<file path="src/rtl/vrf_operand_requester.sv">
// vrf_operand_requester: initiator side of one lane's VRF bank interface.
// Turns one read command into one bank read per cycle. Reads are gated by
// operand-queue credits. A single-word write stream is merged in and takes
// priority when it needs the same bank as the pending read.
// Optional feature macro: VRF_REQ_PERF_EN adds saturating stall counters
// (zero-credit stalls and write-conflict stalls).

package vrf_operand_requester_pkg;
    typedef enum logic [1:0] {
        OPQ_ALU_A = 2'd0,
        OPQ_ALU_B = 2'd1,
        OPQ_MFPU  = 2'd2,
        OPQ_STORE = 2'd3
    } opqueue_e;
endpackage

module vrf_operand_requester
    import vrf_operand_requester_pkg::*;
#(
    parameter int unsigned NrBanks    = 8,
    parameter int unsigned VAddrWidth = 16,
    parameter int unsigned LenWidth   = 8,
    parameter int unsigned QueueDepth = 4
) (
    input  logic                                  clk_i,
    input  logic                                  rst_i,
    input  logic                                  cmd_valid_i,
    output logic                                  cmd_ready_o,
    input  logic [VAddrWidth-1:0]                 cmd_addr_i,
    input  logic [LenWidth-1:0]                   cmd_len_i,
    input  opqueue_e                              cmd_opqueue_i,
    input  logic                                  opq_pop_i,
    input  logic                                  wr_valid_i,
    output logic                                  wr_ready_o,
    input  logic [VAddrWidth-1:0]                 wr_addr_i,
    input  logic [63:0]                           wr_data_i,
    input  logic [7:0]                            wr_be_i,
    output logic [NrBanks-1:0]                    req_o,
    output logic [NrBanks-1:0][VAddrWidth-1:0]    addr_o,
    output logic [NrBanks-1:0]                    wen_o,
    output logic [NrBanks-1:0][63:0]              wdata_o,
    output logic [NrBanks-1:0][7:0]               be_o,
    output opqueue_e [NrBanks-1:0]                tgt_opqueue_o,
    output logic                                  done_o
`ifdef VRF_REQ_PERF_EN
    ,
    output logic [31:0]                           stall_credit_cnt_o,
    output logic [31:0]                           stall_conflict_cnt_o
`endif
);

    localparam int unsigned BankW = $clog2(NrBanks);
    localparam int unsigned CredW = $clog2(QueueDepth + 1);
    localparam logic [CredW-1:0] CredFull = CredW'(QueueDepth);

    typedef enum logic [1:0] {
        IDLE  = 2'd0,
        ISSUE = 2'd1,
        WAIT  = 2'd2
    } state_e;

    state_e state_q, state_d;

    // Latched command
    logic [VAddrWidth-1:0] cmd_addr_q;
    logic [LenWidth-1:0]   cmd_len_q;
    opqueue_e              cmd_opq_q;
    logic [LenWidth-1:0]   cnt_q, cnt_d;

    logic [CredW-1:0]      credits_q, credits_d;

    logic                  cmd_acc;
    logic                  wr_acc;
    logic [VAddrWidth-1:0] cur_word;
    logic [BankW-1:0]      rd_bank;
    logic [BankW-1:0]      wr_bank;
    logic                  conflict;
    logic                  rd_issue;

    // Stage p0: bank request decided this cycle; p1: registered bank outputs
    logic [NrBanks-1:0]                 req_p0, req_p1;
    logic [NrBanks-1:0][VAddrWidth-1:0] addr_p0, addr_p1;
    logic [NrBanks-1:0]                 wen_p0, wen_p1;
    logic [NrBanks-1:0][63:0]           wdata_p0, wdata_p1;
    logic [NrBanks-1:0][7:0]            be_p0, be_p1;
    opqueue_e [NrBanks-1:0]             tgt_p0, tgt_p1;
    logic                               done_p1;

    assign cmd_ready_o = (state_q == IDLE) && !rst_i;
    assign wr_ready_o  = !rst_i;
    assign cmd_acc     = cmd_valid_i && cmd_ready_o;
    assign wr_acc      = wr_valid_i && wr_ready_o;

    // Word index wraps naturally at 2^VAddrWidth
    assign cur_word = cmd_addr_q + VAddrWidth'(cnt_q);
    assign rd_bank  = cur_word[BankW-1:0];
    assign wr_bank  = wr_addr_i[BankW-1:0];
    assign conflict = wr_acc && (wr_bank == rd_bank);
    assign rd_issue = (state_q == ISSUE) && (credits_q != '0) && !conflict;

    // Next-state logic of the command sequencer
    always_comb begin
        state_d = state_q;
        cnt_d   = cnt_q;
        unique case (state_q)
            IDLE: begin
                if (cmd_acc) begin
                    cnt_d   = '0;
                    state_d = (cmd_len_i == '0) ? WAIT : ISSUE;
                end
            end
            ISSUE: begin
                if (rd_issue) begin
                    cnt_d = cnt_q + LenWidth'(1);
                    if (cnt_q == cmd_len_q - LenWidth'(1)) begin
                        state_d = WAIT;
                    end
                end
            end
            WAIT: begin
                state_d = IDLE;
            end
            default: begin
                state_d = IDLE;
            end
        endcase
    end

    // Credit bookkeeping: an issue and a pop in the same cycle cancel out
    always_comb begin
        credits_d = credits_q;
        if (rd_issue && !opq_pop_i) begin
            credits_d = credits_q - CredW'(1);
        end else if (!rd_issue && opq_pop_i && (credits_q != CredFull)) begin
            credits_d = credits_q + CredW'(1);
        end
    end

    // Per-bank request build: at most one read bank and one write bank
    always_comb begin
        req_p0   = '0;
        addr_p0  = '0;
        wen_p0   = '0;
        wdata_p0 = '0;
        be_p0    = '0;
        for (int b = 0; b < NrBanks; b++) begin
            tgt_p0[b] = OPQ_ALU_A;
        end
        if (rd_issue) begin
            req_p0[rd_bank]  = 1'b1;
            addr_p0[rd_bank] = cur_word >> BankW;
            tgt_p0[rd_bank]  = cmd_opq_q;
        end
        if (wr_acc) begin
            req_p0[wr_bank]   = 1'b1;
            wen_p0[wr_bank]   = 1'b1;
            addr_p0[wr_bank]  = wr_addr_i >> BankW;
            wdata_p0[wr_bank] = wr_data_i;
            be_p0[wr_bank]    = wr_be_i;
        end
    end

    // Control state: FSM, word counter and credits
    always_ff @(posedge clk_i) begin
        if (rst_i) begin
            state_q   <= IDLE;
            cnt_q     <= '0;
            credits_q <= CredFull;
        end else begin
            state_q   <= state_d;
            cnt_q     <= cnt_d;
            credits_q <= credits_d;
        end
    end

    // Command fields captured on accept
    always_ff @(posedge clk_i) begin
        if (cmd_acc) begin
            cmd_addr_q <= cmd_addr_i;
            cmd_len_q  <= cmd_len_i;
            cmd_opq_q  <= cmd_opqueue_i;
        end
    end

    // Registered bank interface and completion pulse; cleared on reset
    always_ff @(posedge clk_i) begin
        if (rst_i) begin
            req_p1   <= '0;
            addr_p1  <= '0;
            wen_p1   <= '0;
            wdata_p1 <= '0;
            be_p1    <= '0;
            for (int b = 0; b < NrBanks; b++) begin
                tgt_p1[b] <= OPQ_ALU_A;
            end
            done_p1  <= 1'b0;
        end else begin
            req_p1   <= req_p0;
            addr_p1  <= addr_p0;
            wen_p1   <= wen_p0;
            wdata_p1 <= wdata_p0;
            be_p1    <= be_p0;
            tgt_p1   <= tgt_p0;
            done_p1  <= (state_q == WAIT);
        end
    end

    assign req_o         = req_p1;
    assign addr_o        = addr_p1;
    assign wen_o         = wen_p1;
    assign wdata_o       = wdata_p1;
    assign be_o          = be_p1;
    assign tgt_opqueue_o = tgt_p1;
    assign done_o        = done_p1;

`ifdef VRF_REQ_PERF_EN
    logic [31:0] stall_credit_q, stall_conflict_q;

    // Saturating counts of ISSUE cycles that could not issue a read
    always_ff @(posedge clk_i) begin
        if (rst_i) begin
            stall_credit_q   <= '0;
            stall_conflict_q <= '0;
        end else if (state_q == ISSUE) begin
            if ((credits_q == '0) && (stall_credit_q != '1)) begin
                stall_credit_q <= stall_credit_q + 32'd1;
            end else if ((credits_q != '0) && conflict && (stall_conflict_q != '1)) begin
                stall_conflict_q <= stall_conflict_q + 32'd1;
            end
        end
    end

    assign stall_credit_cnt_o   = stall_credit_q;
    assign stall_conflict_cnt_o = stall_conflict_q;
`endif

endmodule

</file>
<file path="config.mk">
export PLATFORM = sky130hd
export DESIGN_NAME = vrf_operand_requester
export DESIGN_NICKNAME = d
export VERILOG_FILES = /design/src/rtl/vrf_operand_requester.sv
export SDC_FILE = /design/constraint.sdc
export NUM_CORES = 1
export LEC_CHECK = 0
export CORE_AREA = 2 2 335 337
export DETAILED_ROUTE_END_ITERATION = 6
export DIE_AREA = 0 0 337 339
export GPL_ROUTABILITY_DRIVEN = 0
export PLACE_DENSITY = 0.46
export SLEW_MARGIN = 15
export SYNTH_ARGS = -nofsm -noshare
export SYNTH_HDL_FRONTEND = slang
export SYNTH_SLANG_ARGS = --single-unit
</file>
<file path="constraint.sdc">
create_clock -name clk_i -period 2.89 [get_ports clk_i]
set_input_delay 0.289 -clock clk_i [delete_from_list [all_inputs] [get_ports clk_i]]
set_output_delay 0.289 -clock clk_i [all_outputs]
set_load 0.02 [all_outputs]
</file>
# Word-level counts from Yosys, hierarchy flattened

Index checks and enable logic that the tools add are counted.

Word-level logic and storage cells: 118
Flip-flop bits (word level): 776
Output and inout port bits: 739
Input bits: 119

Add/subtract/negate cells: 5
Bitwise logic cells: 7
Magnitude comparators: 4
Mux-type cells: 29
Eq/ne operators: 8
Reductions and logical operators: 24

Operators by type and width:

| cell                | number |
|---|---|
| $and 512x512->512   | 1 |
| $mux 128            | 2 |
| $demux 64 s3        | 1 |
| $and 125x128->128   | 1 |
| $bwmux 128          | 1 |
| $demux 16 s3        | 2 |
| $and 64x64->64      | 1 |
| $mux 64             | 1 |
| $mux 8              | 5 |
| $mux 16             | 2 |
| $demux 8 s3         | 1 |
| $add 16x8->16       | 1 |
| $and 16x16->16      | 1 |
| $pmux 8 s2          | 1 |
| $logic_and 1x1->1   | 11 |
| $mux 2              | 5 |
| $add 8x1->8 const B | 1 |
| $eq 8x8->1          | 1 |
| $logic_not 8->1     | 1 |
| $lt 3x4->1 const B  | 2 |
| $or 8x8->8          | 1 |
| $sub 8x1->8 const B | 1 |
| $demux 1 s3         | 2 |
| $demux 2 s3         | 1 |
| other kinds (19)    | 30 |

# Longest topological paths before layout

Gate-level depths: netlist of the first run.

Depth in word-level cells: 10
Mapped depth: 12
Depth with buffers taken out: 11

# Worst setup path after synthesis of the first run

Ideal clock, no wire load.

Path type: reg-to-reg
Start: register cmd_addr_q[0]
End: register credits_q[1]
Path buffers: 1
Stages on the path, launching flop included: 11
Setup time: 0.074 ns
Data arrival time: 2.956 ns
Clock period less this slack: 3.030 ns
Required time: 2.816 ns
Slack: -0.140 ns
Cells stage by stage: edfxtp_1 > ha_1 > fa_1 > xnor3_1 > and4_1 > buf_2 > nor3_2 > inv_1 > fa_1 > a2111o_1 > a31oi_1

Longest elaborated chain between the ends: 9
Elaborated cells on any way between the ends: 11
Those cells by class: 1 x add/sub; 1 x eq/ne; 1 x mux; 8 x reduce/logical

RTL lines:

| element                            | RTL line | RTL |
|---|---|---|
| start, declared                    | 65       | `logic [VAddrWidth-1:0] cmd_addr_q;` |
| start signal, assigned             | 179      | `cmd_addr_q <= cmd_addr_i;` |
| $add 16x8->16 *                    | 95       | `assign cur_word = cmd_addr_q + VAddrWidth'(cnt_q);` |
| $eq 3x3->1 *                       | 98       | `assign conflict = wr_acc && (wr_bank == rd_bank);` |
| $logic_and 1x1->1 *                | 98       |  |
| $logic_not 1->1 *                  | 99       | `assign rd_issue = (state_q == ISSUE) && (credits_q != '0) && !conflict;` |
| $logic_and 1x1->1 *                | 99       |  |
| $logic_not 1->1                    | 134      | `end else if (!rd_issue && opq_pop_i && (credits_q != CredFull)) begin` |
| $logic_and 1x1->1 (2 in series)    | 134      |  |
| $reduce_bool 2->1 (no source line) | n/a      |  |
| end signal, assigned               | 168      | `credits_q <= CredFull;` |
| end signal, assigned               | 172      | `credits_q <= credits_d;` |
| end, declared                      | 70       | `logic [CredW-1:0] credits_q, credits_d;` |

Mark *: on every way between the ends. The rest lies on a longest branch, timed or not.
A chain may end at the register's enable or synchronous reset.

# Worst setup path in the final report of the first run

Same ends and word-level chain as after synthesis.

==> results.cfg, run 1 <==
[status]
status = finished clean

[critical_path]
path_delay_family = adder cells
critical_path.max_fanout = 3
r2r_cells = 9
critPathSlowestCell = fa_2
worstPathCellList = ha_1, fa_2, xnor2_1, and4_1, nor3_4, inv_1, fa_1, a2111o_1, a31oi_1
r2r-start = cmd_addr_q[0]
rrSetupSlack_ps = 160
cp_num_buf_inv = 1
cpPeakStageDelay_ps = 550
timing.rr.end = credits_q[1]
crit_type = reg2reg
cp-end-kind = flip-flop
crit_arrival_ps = 3310
cp-start-kind = flip-flop
cp.required_ps = 3470

[synth]
netlist_area_mm2 = 0.0224
synth_top_family_by_area = simple AND/OR/NAND/NOR gates
ys_seq_elements = 752
synthSimpleGateAreaFrac_pct = 20.8
synth_compound_area_share_pct = 5.52
synthXorXnorAreaFrac_pct = 0.916
synthCells = 1934
ys_seq_area_share_pct = 68.4
async_reset_ff_share_pct = 0
synth_fa_ha_area_share_pct = 0.737
synth_area_leaders = dfxtp_1 65%, and3_1 12%, and2_1 4.1%
synthFlopType = dfxtp_1
yosys_warnings = 0
synthMuxAreaShare_pct = 0.0447
yosysTopAreaCell = dfxtp_1
avgSynthCellArea_um2 = 11.6
synth_top_area_share_pct = 64.9
synth_edf_count = 26
synth_cell_types = 64

[timing]
layout_min_cycle_time_ps = 2730
finalSetupTns_ps = 0
worst_slack_ps = 158
slew_headroom_pct = 28.2
fmax_mhz = 366
setup_violations = 0
skew_ps = 17.1
rsz0062_at_grt = false
slew_violations = 0
period_share_pct = 94.5
final_hold_viol_count = 0
whs_ps = 136
worstMarginPinSlew_ps = 1070

[power]
swShare_pct = 23.7
clkPwrFrac_pct = 47.9
p_int_mw = 17.6
pwr-share-comb_pct = 6.0
leakagePower_nw = 14.8
p_sw_mw = 5.45
ir_drop_mv = 0.429
pwr-share-seq_pct = 46.1
power.density_mw_per_mm2 = 647

[placement]
hpwl_um = 70400
place_ws_ps = 139
numPortBuffers = 833
place_area_mm2 = 0.0327

[drt]
drtPass1Iterations = 5
wl_um = 98400
drtIter0Drc = 939
wl_per_cell_um = 22.6
viasPerCell = 4.02
num_vias = 17485
antenna_left = 0
drc = 0

[final_layout]
drive_above_1_share_pct = 7.91
final_nets = 2910
synthToLayoutAreaGrowth_pct = 58.8
regArea_mm2 = 0.0153
final_util_pct = 32.2
final_cell_mix = 832 x clkdlybuf4s50_1, 726 x dfxtp_1, 436 x and3_1
fin_area_mm2 = 0.0356
layout_commonest_cell = clkdlybuf4s50_1
fill_cells = 11234
multiInputGateArea_mm2 = 0.00640

[global_routing]
grt_pass1_vias = 17220
grt_max_degree = 86
antenna_found_initial = 23
overflow = 0
grt.total_usage_pct = 16.5
grt_pass1_wl_um = 136000

[clocking]
path_clk_slew_ps = 60
cts_buffer_depth = 3
numCtsBuffers = 84
cts_root_buffer = clkbuf_16
htreeDepth = 3
hold_buffers = 0
cts.sinks = 752
cts_setup_buffers = 0
cts_resized = 0
cts_tree = built
clock_latency_ps = 660

[die]
die_area_mm2 = 0.114
die_h_um = 339
core_mm2 = 0.110
initial_core_util_pct = 20.3
die_width_um = 337
ioPinCount = 858
rows = 122

[hold_path]
whs_endpoint = credits_q[1]
whs_path_depth = 3
worstHoldPathType = in2reg
worstHoldStart = rst_i

[flow_run]
maxCapViolations = 0
-- how the worst max path moves through the flow --
stage | slack [ps] | cells after the start | to | startpoint
final | 160 | 9 | credits_q[1] | cmd_addr_q[0]
after floorplan | 110 | 10 | credits_q[1] | cnt_q[0]
after global routing | 6 | 8 | addr_o[8] | cmd_addr_q[0]
after CTS | 130 | 8 | addr_o[27] | cmd_addr_q[0]
after detailed placement | 140 | 8 | credits_q[1] | wr_addr_i[2]
after global placement | 140 | 8 | credits_q[1] | wr_addr_i[2]
-- area by class of cell --
class / count / area share (%)
multi-input cells: 1017 / 18.0
inverters: 21 / 0.225
flip-flops and latches: 752 / 43.1
clock buffers: 128 / 6.97
repair buffers: 903 / 25.3
well taps: 1488 / 5.23
clock inverters: 24 / 1.13
diodes: 12 / 0.0844
-- synth_stat cells (all sizes together) (3+ instances only) --
library cell,n
o21ai,12
nand4,3
nor3,19
a22oi,24
a21o,5
nand3b,3
nor2,51
and2,147
nand2,51
nor4,15
nand3,17
a221oi,3
a31oi,7
o211ai,3
ha,10
o22ai,71
a211oi,4
and4,5
and3,436
xnor2,14
nor2b,6
buf,39
nor3b,3
xor2,6
or3,7
clkbuf,128
dfxtp,726
inv,21
a21oi,39
or4,4
nand2b,7
edfxtp,26
-- layer usage --
layer,vias to the layer above,GRT usage [%],routed length (µm),part of all wire [%]
li1,8322,-,-,-
met1,8278,18.8,38700,39
met2,746,28.3,47800,49
met3,135,5.97,9270,9.4
met4,4,5.56,2620,2.7
met5,-,0,25,0.025
-- power groups by stage --
stage	registers, mW	logic (mW)	clock network [mW]
after global routing	10.6	1.48	11.7
after detailed placement	10.8	1.41	0
final	10.6	1.39	11.0
after floorplan	11.0	0.445	0
after CTS	10.6	1.41	11.3
after global placement	10.8	1.41	0
-- kinds of logic after synthesis --
family,after synthesis
simple gates,777
flops,752
compound gates,182
other cells,1
fa+ha+maj,12
xor+xnor,21
mux,1
buf+inv,188
-- worst min-delay path, delay by kind of cell --
family,cells,cell delay [ps]
compound gates,1,60
buf+inv,2,380
-- state kept, by name, indices dropped and copies added, names as in the netlist --
name           cells
addr_o           104
be_o              64
cmd_addr_q        16
cmd_len_q          8
cmd_opq_q          2
cnt_q              8
credits_q          3
done_o             1
req_o              8
state_q            2
tgt_opqueue_o     16
wdata_o          512
wen_o              8
-- stage by stage --
stage | power, mW | instances
final | 23.0 | 4345
after global routing | 23.8 | 4337
after CTS | 23.3 | 4333
after detailed placement | 12.3 | 4181
after global placement | 12.3 | 4181
after floorplan | 11.4 | 1957
Power figures use the tool's default switching activity.
==> run 2, diff against run 1 <==
--- a/config.mk
+++ b/config.mk
@@ -9,7 +9,7 @@
 export DETAILED_ROUTE_END_ITERATION = 6
 export DIE_AREA = 0 0 337 339
 export GPL_ROUTABILITY_DRIVEN = 0
-export PLACE_DENSITY = 0.46
+export PLACE_DENSITY_LB_ADDON = 0.08
 export SLEW_MARGIN = 15
 export SYNTH_ARGS = -nofsm -noshare
 export SYNTH_HDL_FRONTEND = slang
==> run 2 against run 1 <==
Wire length is 10% higher; setup slack got worse by 38 ps; register-to-register slack got worse by 40 ps; critical path depth unchanged; highest routed layer unchanged.
==> results.cfg, run 2 (synthesized netlist as in run 1, its figures left out) <==
[drt]
antenna_left = 0
drtPass1Iterations = 5
wl_um = 109000
wl_per_cell_um = 25.1
drc = 0
drtIter0Drc = 844
viasPerCell = 4.15
num_vias = 18024

[critical_path]
critical_path.max_fanout = 3
path_delay_family = adder cells
cp-end-kind = flip-flop
cp-start-kind = flip-flop
cp.required_ps = 3460
worstPathCellList = ha_2, fa_2, xnor2_1, and4_2, nor3_4, inv_1, fa_1, a2111o_1, a31oi_1
critPathSlowestCell = fa_2
crit_arrival_ps = 3340
cpPeakStageDelay_ps = 550
crit_type = reg2reg
cp_num_buf_inv = 1

[die]
die_width_um = 337
die_area_mm2 = 0.114
core_mm2 = 0.110
initial_core_util_pct = 20.3
rows = 122
die_h_um = 339
ioPinCount = 858

[placement]
hpwl_um = 79300
place_area_mm2 = 0.0326
numPortBuffers = 833

[global_routing]
overflow = 0
grt_pass1_wl_um = 149000
grt.total_usage_pct = 18.3
grt_pass1_vias = 18045
grt_max_degree = 117
antenna_found_initial = 16

[final_layout]
multiInputGateArea_mm2 = 0.00641
synthToLayoutAreaGrowth_pct = 59.2
final_cell_mix = 832 x clkdlybuf4s50_1, 726 x dfxtp_1, 436 x and3_1
layout_commonest_cell = clkdlybuf4s50_1
drive_above_1_share_pct = 8.33
final_nets = 2908
fill_cells = 11097
final_util_pct = 32.3
largest_reg_flops = 512
regArea_mm2 = 0.0153
fin_area_mm2 = 0.0357

[clocking]
cts_root_buffer = clkbuf_16
path_clk_slew_ps = 60
numCtsBuffers = 87
cts.sinks = 752
cts_tree = built
cts_buffer_depth = 3
hold_buffers = 0
clock_latency_ps = 650
htreeDepth = 3

[hold_path]
worstHoldPathType = in2reg

[power]
power.density_mw_per_mm2 = 656
power_mw = 23.4
ir_drop_mv = 0.367
leakagePower_nw = 14.9

[timing]
rsz0062_at_grt = false
skew_ps = 15.3
slew_violations = 0
fmax_mhz = 361
setup_violations = 0
period_share_pct = 95.9
slew_headroom_pct = 36.0
worstMarginPinSlew_ps = 953
final_hold_viol_count = 0
layout_min_cycle_time_ps = 2770
finalSetupTns_ps = 0
whs_ps = 47.0

[status]
status = finished clean

[flow_run]
maxCapViolations = 0
==> run 2: where the power goes <==
part / leakage (nW) / total (mW) / switching [mW] / internal, mW
Combinational: 7.28 / 1.38 / 0.870 / 0.509
Sequential: 6.10 / 10.6 / 0.0589 / 10.6
Clock: 1.48 / 11.4 / 4.56 / 6.84
Total: 14.9 / 23.4 / 5.49 / 17.9
==> run 2: layer usage <==
| layer | vias up | share of wire [%] | routed length [µm] | GRT usage (%) |
|---|---|---|---|---|
| li1 | 8303 | - | - | - |
| met1 | 8822 | 38 | 41400 | 20.3 |
| met2 | 774 | 50 | 53900 | 32.1 |
| met3 | 119 | 10 | 11000 | 7.28 |
| met4 | 6 | 2.3 | 2450 | 5.34 |
| met5 | - | 0.038 | 41 | 0 |
==> run 2: final timing paths <==
path	slack [ps]	end	from	depth (start not counted)
max	120	credits_q[1]	cmd_addr_q[0]	9
min	50	cnt_q[0]	rst_i	3
min reg2reg	540	credits_q[1]	credits_q[1]	2
max reg2reg	120	credits_q[1]	cmd_addr_q[0]	9
==> run 2: repair_timing <==
item | in CTS | in global routing
setup buffers | 0 | 0
endpoints found under the setup margin | 13 | 3
resized for setup | 1 | 3
endpoints found under the hold margin | 0 | 0
==> run 2: stage by stage <==
| step | std cells | setup slack [ps] |
|---|---|---|
| final | 4338 | 120 |
| after global routing | 4336 | 3.10 |
| after CTS | 4333 | 56.1 |
| after detailed placement | 4176 | -11.8 |
| after global placement | 4176 | 10.7 |
| after floorplan | 1957 | 110 |
==> run 2: area by class of cell <==
type                            instances  area share, %
Sequential cell                       752           43.0
Timing Repair Buffer                  898           25.2
Multi-Input combinational cell       1017           18.0
Clock buffer                          129           7.37
Tap cell                             1488           5.22
Clock inverter                         28           1.02
Inverter                               21          0.228
Antenna cell                            5         0.0351
==> run 2: tightest hold or removal path, stage by stage <==
cell    delay [ps]
buf_2           90
buf_4          200
nor2_1          70
==> run 3, diff against run 2 <==
--- a/config.mk
+++ b/config.mk
@@ -5,12 +5,14 @@
 export SDC_FILE = /design/constraint.sdc
 export NUM_CORES = 1
 export LEC_CHECK = 0
-export CORE_AREA = 2 2 335 337
+export CELL_PAD_IN_SITES_DETAIL_PLACEMENT = 2
+export CELL_PAD_IN_SITES_GLOBAL_PLACEMENT = 2
+export CORE_AREA = 2 2 337 339
 export DETAILED_ROUTE_END_ITERATION = 6
-export DIE_AREA = 0 0 337 339
+export DIE_AREA = 0 0 339 341
 export GPL_ROUTABILITY_DRIVEN = 0
 export PLACE_DENSITY_LB_ADDON = 0.08
-export SLEW_MARGIN = 15
+export SLEW_MARGIN = 5
 export SYNTH_ARGS = -nofsm -noshare
 export SYNTH_HDL_FRONTEND = slang
 export SYNTH_SLANG_ARGS = --single-unit
==> constraint.sdc (replaced) <==
create_clock -name clk_i -period 2.89 [get_ports clk_i]
set_input_delay 0.289 -clock clk_i [delete_from_list [all_inputs] [get_ports clk_i]]
set_output_delay 0.289 -clock clk_i [all_outputs]
set_load 0.005 [all_outputs]
==> run 3 against run 2 <==
Via count grew 1.1%; combinational power decreased by 10%; cell count rose by 0.39%; setup slack got worse by 8.4 ps; critical endpoint unchanged.
==> results.cfg, run 3 (synthesized netlist as in run 1, its figures left out) <==
[status]
status = finished clean

[power]
power.density_mw_per_mm2 = 662
leakagePower_nw = 14.9
ir_drop_mv = 0.397

[placement]
placed_cells = 4188
numPortBuffers = 833
place_area_mm2 = 0.0326
hpwl_um = 83000

[timing]
whs_ps = 188
rsz0062_at_grt = true
fmax_mhz = 360
final_hold_viol_count = 0
finalSetupTns_ps = 0
worstMarginPinSlew_ps = 1120
slew_violations = 0
setup_violations = 0
slew_headroom_pct = 24.7
period_share_pct = 96.2
layout_min_cycle_time_ps = 2780
skew_ps = 10.6

[drt]
drc = 0
wl_um = 113000
viasPerCell = 4.18
drtIter0Drc = 706
num_vias = 18220
wl_per_cell_um = 26.0
drtPass1Iterations = 6
antenna_left = 0

[critical_path]
rrSetupSlack_ps = 110
r2r_cells = 9
r2r-start = cmd_addr_q[0]
critical_path.max_fanout = 3
worstPathCellList = ha_2, fa_2, xnor2_1, and4_1, nor3_4, inv_1, fa_1, a2111o_1, a31oi_1
cp.required_ps = 3470
crit_type = reg2reg
cp-end-kind = flip-flop
timing.rr.end = credits_q[1]
cp-start-kind = flip-flop
critPathSlowestCell = fa_2
crit_arrival_ps = 3360
cp_num_buf_inv = 1
path_delay_family = adder cells
cpPeakStageDelay_ps = 550

[final_layout]
largest_reg_flops = 512
fin_cells = 4355
layout_commonest_cell = clkdlybuf4s50_1
fin_area_mm2 = 0.0357
drive_above_1_share_pct = 8.60
synthToLayoutAreaGrowth_pct = 59.5
final_nets = 2911
final_cell_mix = 832 x clkdlybuf4s50_1, 726 x dfxtp_1, 436 x and3_1

[clocking]
clock_latency_ps = 660
path_clk_slew_ps = 60
cts_buffer_depth = 3
cts_setup_buffers = 0
cts_root_buffer = clkbuf_16
htreeDepth = 3
cts.sinks = 752
numCtsBuffers = 90
hold_buffers = 0
cts_tree = built

[die]
ioPinCount = 858
die_width_um = 339
initial_core_util_pct = 20.0
core_mm2 = 0.112
die_area_mm2 = 0.116
rows = 123
die_h_um = 341

[hold_path]
worstHoldStart = cmd_addr_i[12]
whs_path_depth = 1
whs_endpoint = cmd_addr_q[12]
worstHoldPathType = in2reg

[global_routing]
grt_pass1_wl_um = 158000
overflow = 0
antenna_found_initial = 14
grt_pass1_vias = 19605
grt_max_degree = 130
grt.total_usage_pct = 18.9

[flow_run]
maxCapViolations = 0
[run 3: power breakdown]
part	internal (mW)	leakage [nW]	switching (mW)
clock network	7.14	1.53	4.66
logic	0.505	7.27	0.732
registers	10.6	6.10	0.0640
[run 3: worst max-delay path by stage]
stage	startpoint	end	slack, ps	cells after the start
detailed placement	wr_addr_i[2]	credits_q[1]	50	8
global placement	wr_addr_i[2]	credits_q[1]	50	8
finish	cmd_addr_q[0]	credits_q[1]	110	9
global route	cmd_addr_q[0]	credits_q[1]	-6	9
floorplan	cnt_q[0]	credits_q[1]	110	10
CTS	cmd_addr_q[0]	credits_q[1]	50	9
[run 3: through the flow]
| stage | util [%] | total power, mW | setup WS (ps) |
|---|---|---|---|
| 6_report | 31.9 | 23.7 | 111 |
| 3_3_place_gp | 29.2 | 12.1 | 50.7 |
| 4_1_cts | 31.9 | 24.1 | 48.1 |
| 5_1_grt | 31.9 | 24.6 | -5.50 |
| 3_5_place_dp | 29.2 | 12.1 | 45.9 |
| 2_1_floorplan | - | 11.3 | 110 |
[run 3: cell type report]
class / count / area (µm²)
inverter: 21 / 80.1
clock buffer: 126 / 2630
sequential: 752 / 15300
multi-input combinational: 1017 / 6410
antenna: 6 / 15.0
fill: 12044 / 76200
timing repair buffer: 898 / 8960
clock inverter: 35 / 452
tap: 1500 / 1880
[run 3: worst reg2reg max path, cell delays in order, from the launching register on]
cell	delay [ps]
edfxtp_1	370
ha_2	220
fa_2	550
xnor2_1	160
and4_1	300
nor3_4	60
inv_1	80
fa_1	420
a2111o_1	350
a31oi_1	170
[run 3: per-layer routing]
metal  vias to the layer above  track usage [%]  wire length (µm)
li1                       8310                -                 -
met1                      9163             21.3             44700
met2                       608             33.5             57200
met3                       137             5.78              7630
met4                         2             6.85              3480
met5                         -                0                13
[run 3: what timing repair did]
action / CTS / global route
endpoints found under the hold margin: 0 / 0
endpoints found under the setup margin: 0 / 19
resized for setup: 0 / 5
